$ cat config.mk
export PLATFORM = sky130hd
export DESIGN_NAME = uart_tx_queue
export DESIGN_NICKNAME = d
export VERILOG_FILES = /design/src/rtl/uart_tx_queue.sv
export SDC_FILE = /design/constraint.sdc
export NUM_CORES = 2
export LEC_CHECK = 0
export CAP_MARGIN = 20
export CORE_MARGIN = 4
export CORE_UTILIZATION = 37
export DETAILED_ROUTE_END_ITERATION = 12
export PLACE_DENSITY_LB_ADDON = 0.08
export SYNTH_ARGS = -nofsm -noshare
export SYNTH_HDL_FRONTEND = slang
export SYNTH_SLANG_ARGS = --single-unit
$ cat constraint.sdc
create_clock -name CLK -period 4.1 [get_ports CLK]
set_input_delay 0.615 -clock CLK [delete_from_list [all_inputs] [get_ports CLK]]
set_output_delay 0.615 -clock CLK [all_outputs]
set_load 0.02 [all_outputs]
$ cat src/rtl/uart_tx_queue.sv
// Transmit byte queue: CPU pushes bytes into a ring buffer, an FSM feeds them to the uart core.
// Define UART_TXQ_CRLF_EN to follow every transmitted CR (8'h0D) with an injected LF (8'h0A).
module uart_tx_queue #(
  parameter int DEPTH_LOG2   = 8,
  parameter int BUSY_TIMEOUT = 4
) (
  input  logic                CLK,
  input  logic                reset_n,
  input  logic                wr_en,
  input  logic [7:0]          wr_data,
  output logic                full,
  output logic                empty,
  output logic [DEPTH_LOG2:0] count,
  output logic                overflow,
  input  logic                clear_overflow,
  output logic                transmit,
  output logic [7:0]          tx_byte,
  input  logic                is_transmitting
);
  localparam int DEPTH = 1 << DEPTH_LOG2;
  localparam int TMO_W = $clog2(BUSY_TIMEOUT + 1);
  localparam logic [TMO_W-1:0] TMO_LAST = TMO_W'(BUSY_TIMEOUT - 1);

`ifdef UART_TXQ_CRLF_EN
  typedef enum logic [2:0] {IDLE, LOAD, SEND, WAIT_BUSY, WAIT_IDLE, LF} state_t;
`else
  typedef enum logic [2:0] {IDLE, LOAD, SEND, WAIT_BUSY, WAIT_IDLE} state_t;
`endif

  state_t                state;
  state_t                state_nxt;
  state_t                after_send;
  logic [7:0]            mem [DEPTH];
  logic [7:0]            data_q;
  logic [DEPTH_LOG2-1:0] wr_ptr;
  logic [DEPTH_LOG2-1:0] rd_ptr;
  logic [TMO_W-1:0]      tmo_cnt;
  logic                  push;
  logic                  pop;

  assign full  = count[DEPTH_LOG2];
  assign empty = (count == '0);
  assign push  = wr_en && !full;
  assign pop   = (state == LOAD);

  // Storage is never reset; rd_ptr is stable outside LOAD->SEND, so data_q is valid in LOAD.
  always_ff @(posedge CLK) begin
    if (push) begin
      mem[wr_ptr] <= wr_data;
    end
    data_q <= mem[rd_ptr];
  end

  always_ff @(posedge CLK or negedge reset_n) begin
    if (!reset_n) begin
      wr_ptr   <= '0;
      rd_ptr   <= '0;
      count    <= '0;
      overflow <= 1'b0;
    end else begin
      if (push) begin
        wr_ptr <= wr_ptr + 1'b1;
      end
      if (pop) begin
        rd_ptr <= rd_ptr + 1'b1;
      end
      if (push && !pop) begin
        count <= count + 1'b1;
      end else if (pop && !push) begin
        count <= count - 1'b1;
      end
      if (wr_en && full) begin
        overflow <= 1'b1;
      end else if (clear_overflow) begin
        overflow <= 1'b0;
      end
    end
  end

`ifdef UART_TXQ_CRLF_EN
  logic cr_pend;

  // Remembers that the byte just handed to the uart was a CR, so an LF must follow it.
  always_ff @(posedge CLK or negedge reset_n) begin
    if (!reset_n) begin
      cr_pend <= 1'b0;
    end else if (pop) begin
      cr_pend <= (data_q == 8'h0D);
    end else if (state == LF) begin
      cr_pend <= 1'b0;
    end
  end

  always_comb begin
    after_send = cr_pend ? LF : IDLE;
  end
`else
  always_comb begin
    after_send = IDLE;
  end
`endif

  always_ff @(posedge CLK or negedge reset_n) begin
    if (!reset_n) begin
      state <= IDLE;
    end else begin
      state <= state_nxt;
    end
  end

  always_comb begin
    state_nxt = state;
    case (state)
      IDLE:      if (!empty && !is_transmitting) state_nxt = LOAD;
      LOAD:      state_nxt = SEND;
      SEND:      state_nxt = WAIT_BUSY;
      WAIT_BUSY: begin
        if (is_transmitting) begin
          state_nxt = WAIT_IDLE;
        end else if (tmo_cnt == TMO_LAST) begin
          state_nxt = after_send;
        end
      end
      WAIT_IDLE: if (!is_transmitting) state_nxt = after_send;
`ifdef UART_TXQ_CRLF_EN
      LF:        state_nxt = WAIT_BUSY;
`endif
      default:   state_nxt = IDLE;
    endcase
  end

  always_comb begin
    transmit = 1'b0;
    case (state)
      SEND:    transmit = 1'b1;
`ifdef UART_TXQ_CRLF_EN
      LF:      transmit = 1'b1;
`endif
      default: transmit = 1'b0;
    endcase
  end

  // tx_byte is loaded on the edge into a sending state so it is valid during the pulse.
  always_ff @(posedge CLK or negedge reset_n) begin
    if (!reset_n) begin
      tx_byte <= 8'h00;
      tmo_cnt <= '0;
    end else begin
      if (pop) begin
        tx_byte <= data_q;
      end
`ifdef UART_TXQ_CRLF_EN
      else if (state_nxt == LF) begin
        tx_byte <= 8'h0A;
      end
`endif
      if (state == WAIT_BUSY) begin
        tmo_cnt <= tmo_cnt + 1'b1;
      end else begin
        tmo_cnt <= '0;
      end
    end
  end

endmodule

# ---- Word level (Yosys, flattened, before mapping)
# Memory sizes are Yosys's and may differ from the RTL's. A register that Yosys moved wholly into a read port is not among the register bits.
# Cells that the tools add are included.
dict set report word_totals {
  reg_bits 40
  ramBits 2048
  input_bits 13
  output_inout_bits 21
  wordCells 49
  memories 1
}
dict set report op_classes {
  n_addsub 5
  n_eq_ne 8
  n_mux 13
  n_reduce_logical 15
}
# name words width read_ports rd_ports_with_merged_regs wr line
set memory_table {}
lappend memory_table {mem 256 8 1 1 1 33} ;# logic [7:0] mem [DEPTH];
# op count
set ops {}
lappend ops {{two-way mux 9 bit} 2}
lappend ops {{adder 8 x 1 -> 8 bit, second input constant} 2}
lappend ops {{two-way mux 3 bit} 5}
lappend ops {{case mux 3 bit (5 select lines)} 1}
lappend ops {{adder 9 x 1 -> 9 bit, second input constant} 1}
lappend ops {{equality test 3 x 2 -> 1 bit, second input constant} 3}
lappend ops {{zero test 9 bit} 1}
lappend ops {{subtractor 9 x 1 -> 9 bit, second input constant} 1}
lappend ops {{logical AND 1 bit} 5}
lappend ops {{zero test 1 bit} 5}
lappend ops {{two-way mux 1 bit} 5}
lappend ops {{inequality test 2 bit, second input constant} 2}
lappend ops {{nonzero test 2 bit} 2}
lappend ops {{adder 3 x 1 -> 3 bit, second input constant} 1}
lappend ops {{equality test 3 x 1 -> 1 bit, second input constant} 1}
lappend ops {{equality test 3 bit, second input constant} 1}
lappend ops {{zero test 3 bit} 1}
lappend ops {{inequality test 3 bit, second input constant} 1}
lappend ops {{AND reduction 3 bit} 1}

# ---- Depth between registers and ports, before layout
dict set report logic_depth {
  ltp_word 6
  ltp_mapped 14
  mapped_depth_nobuf 12
}

# ---- Worst setup path after synthesis
# OpenSTA, ideal clock, no wires.
dict set report synth_timing {
  kind {register to register}
  from {register state[2]}
  to {register count[8]}
  setup_time_ns 0.081
  arrival_time_ns 3.394
  t_required_ns 4.019
  slack_ns 0.625
  path_stages_with_launch 15
  path_buffers 2
  synth_period_minus_slack_ns 3.475
  cell_sequence {dfrtp_1 -> clkbuf_1 -> nor3b_1 -> clkbuf_1 -> inv_1 -> ha_1 -> inv_1 -> ha_1 -> nor2b_1 -> o21ai_0 -> a21boi_0 -> o21a_1 -> o41ai_1 -> mux2i_1 -> xnor2_1}
}
dict set report synth_between {
  elab_chain_cells 4
  word_cells_on_any_way 6
  classes_between {eq/ne: 1; mux: 1; reduce/logical: 4}
}
# element line
set synth_lines {}
lappend synth_lines {{start, declared} 30} ;# state_t state;
lappend synth_lines {{start signal, assigned} 107} ;# state <= state_nxt;
lappend synth_lines {{equality test 3 x 1 -> 1 bit *} 44} ;# assign pop = (state == LOAD);
lappend synth_lines {{zero test 1 bit} 67} ;# if (push && !pop) begin
lappend synth_lines {{logical AND 1 bit} 67}
lappend synth_lines {{two-way mux 9 bit / nonzero test 2 bit (equally long branches)} n/a}
lappend synth_lines {{end signal, assigned} 68} ;# count <= count + 1'b1;
lappend synth_lines {{end signal, assigned} 70} ;# count <= count - 1'b1;
lappend synth_lines {{end, declared} 13} ;# output logic [DEPTH_LOG2:0] count,
# Every way passes the cells marked *; elsewhere a longest branch is shown, timed or not.
# A chain may end at the register's enable or synchronous reset.

==> metrics.cfg <==
[timing]
slew_violations=0
fin_skew_ns=0.03400
finalCriticalPeriod_ns=3.896
worstMarginPinSlew_ns=1.059
slew_headroom=0.2895
setup_viol=0
rsz0062_at_grt=false
hold_viol=0
finalCritPeriodShare=0.9503
fmax_ghz=0.2567

[hold_path]
min_delay_path_depth=1
hold_class=in -> reg

[yosys]
synthFlopType=edfxtp_1
netlist.area_leader.share=0.7571
async_reset_ff_frac=0.01908
yosysUniqueCellTypes=67
synth_area_per_cell_sq_um=21.09
syn-cell-area_sq_um=81230
synth_edf_count=2048
yosysWarnings=0
syn-num-nets=3881
synth_area_leader_cell=edfxtp_1
synth-seq-cells=2096
synthCells=3852
synthTopCellsByArea=edfxtp_1 (76%), mux4_2 (14%), nor2_1 (1.4%), dfrtp_1 (1.2%), mux2i_1 (1.2%)
ys_seq_area_frac=0.7714

[global_route]
antenna_found_initial=12
grt_pass1_vias=41800
grt_max_degree=121
grt_pass1_wl_microns=335300
grt_overflow=0
grtUsageTotal=0.2076

[floorplan]
start_util=0.3729
die_h_microns=476.5
ios=34
die_area_sq_um=227100
core_sq_um=217800
die_width_microns=476.5
core.rowCount=171

[place]
dp.cells=6984
place.gp.congestion=0.7971
numPortBuffers=33
place_hpwl_microns=151600
placed_cell_area_sq_um=88350

[setup_path]
cp_max_fo=25
startpoint_type=register
r2r_cells=7
cp.arrival_ns=4.65
worstSetupPathType=reg -> reg
required_ns=4.86
critPathCaptureType=register

[clock_tree]
numCtsBuffers=222
clock_sinks=2096
clockBufferDepth=3
cts-root-buf=clkbuf_16
htree_levels=4
cts_setup_buffers=0
cts_tree=yes
clk_latency_ns=0.86
path_clk_slew_ns=0.06

[drt]
detail_route.iter0.violations=3888
routedWlPerCell_microns=32.07
avgViaCountPerCell=5.509
antenna_left=0
num_vias=40800
first_pass_iters=5
wl_microns=237500
drc=0

[cells_and_area]
drive_gt1_frac=0.2953
finalNetCount=4386
final_cells=7406
final_cell_area_sq_um=95450
fillers=18810
area_growth_pct=17.51

[run]
cap_violations=0

[power]
ir_worst_vdd_mv=0.4601
p_leak_nw=30.40
powerDensity_nw_per_um2=628.9

[run_status]
outcome=completed

worst paths after layout:
check | startpoint | endpoint | slack, ns
setup / recovery | rd_ptr[0] | data_q[1] | 0.20
hold / removal | wr_data[4] | mem[52][4] | 0.20
setup reg to reg | rd_ptr[0] | data_q[1] | 0.20
hold reg to reg | tmo_cnt[0] | tmo_cnt[0] | 0.46
max in group asynchronous | reset_n | rd_ptr[2] | 2.80
min in group asynchronous | reset_n | tmo_cnt[0] | 0.43
cells by family (layout without fill, tap and decap cells):
family,count (synthesis),count (layout),share of synthesized area
AND/OR/NAND/NOR,547,547,0.02842
buffers and inverters,249,941,0.01514
AO/OA/AOI/OAI,315,315,0.02751
adder cells (fa/ha/maj),16,16,0.002557
flip-flops,2096,2096,0.7714
XOR/XNOR,20,20,0.002157
other,0,8,0
multiplexers,609,609,0.1528
worst max-delay path, cell delays in order (launching register included):
cell,delay (ns)
dfrtp_4,0.89
buf_12,0.31
buf_4,0.24
mux4_2,0.61
a221oi_1,0.80
o21ai_0,0.19
or3_1,0.46
a41o_1,0.23
metal layers:
metal / wire (microns) / vias up / global-route usage
met5: 12 / - / 0
met3: 12100 / 255 / 0.03333
met1: 106500 / 22380 / 0.3001
met4: 4859 / 2 / 0.04547
li1: - / 17050 / -
met2: 114000 / 1109 / 0.3338
registers in the layout, indices dropped and copies added, names as in the netlist:
register and cells:
mem 2048, count 9, data_q 8, rd_ptr 8
tx_byte 8, wr_ptr 8, state 3, tmo_cnt 3
overflow 1
final cells by class:
cell class / instances / area (sq um) / share of cell area
inverters: 13 / 53.80 / 0.0005636
well taps: 2854 / 3571 / 0.03741
diodes: 8 / 20.02 / 0.0002097
flip-flops and latches: 2096 / 62680 / 0.6566
multi-input cells: 1507 / 17460 / 0.1829
clock inverters: 126 / 1201 / 0.01258
clock buffers: 285 / 5833 / 0.06111
repair buffers: 517 / 4642 / 0.04863
synthesized netlist by cell type (all sizes together), types with 2 or more instances:
library cell and instances:
a2111oi 11, a211o 4, a211oi 21, a21o 3
a21oi 37, a221oi 31, a22o 14, a22oi 81
a31o 4, a31oi 11, and2 7, and3 2
buf 137, clkbuf 99, dfrtp 40, dfxtp 8
edfxtp 2048, ha 15, inv 13, mux2 8
mux2i 97, mux4 504, nand2 122, nand2b 4
nand3 48, nand4 14, nor2 301, nor2b 17
nor3 12, nor3b 4, nor4 7, nor4b 2
o2111ai 2, o211ai 19, o21a 2, o21ai 44
o221ai 5, o22ai 14, o31ai 2, o32ai 2
or2 2, xnor2 13, xor2 7
stage by stage:
| step | utilization | setup slack, ns | hold WS, ns | TNS, ns | power, mW |
|---|---|---|---|---|---|
| final | 0.4383 | 0.2036 | 0.2031 | 0 | 60.03 |
| after global routing | 0.4382 | 0.1119 | 0.1625 | 0 | 62.46 |
| after floorplan | - | 0.6249 | 0.3194 | 0 | 34.39 |
| after detailed placement | 0.4056 | -0.03683 | 0.4543 | -0.03683 | 41.30 |
| after global placement | 0.4056 | -0.02399 | 0.4354 | -0.02399 | 41.33 |
| after CTS | 0.4380 | 0.02651 | 0.1455 | 0 | 60.91 |
power breakdown:
group          internal (mW)  switching, mW  leakage (nW)
Clock                   11.1           8.45          3.40
Combinational           7.00           9.15          8.03
Sequential              23.8          0.542          19.0
timing repair:
action | CTS | global route
endpoints found under the hold margin | 22 | 0
gates cloned | 0 | 0
resized for setup | 1 | 1
setup endpoints to repair | 1 | 1
hold buffers | 1 | 0
cell usage in the layout (no fill, tap or decap), drive strengths merged, types with 19 or more instances in the layout:
| cell | n |
|---|---|
| o21ai | 44 |
| clkbuf | 285 |
| clkdlybuf4s50 | 24 |
| inv | 21 |
| nand3 | 48 |
| mux4 | 504 |
| dfrtp | 40 |
| edfxtp | 2048 |
| nor2 | 301 |
| a221oi | 31 |
| a22oi | 81 |
| mux2i | 97 |
| nand2 | 122 |
| clkinv | 93 |
| a211oi | 21 |
| buf | 492 |
| o211ai | 19 |
| a21oi | 37 |
(Power assumes the default switching activity.)
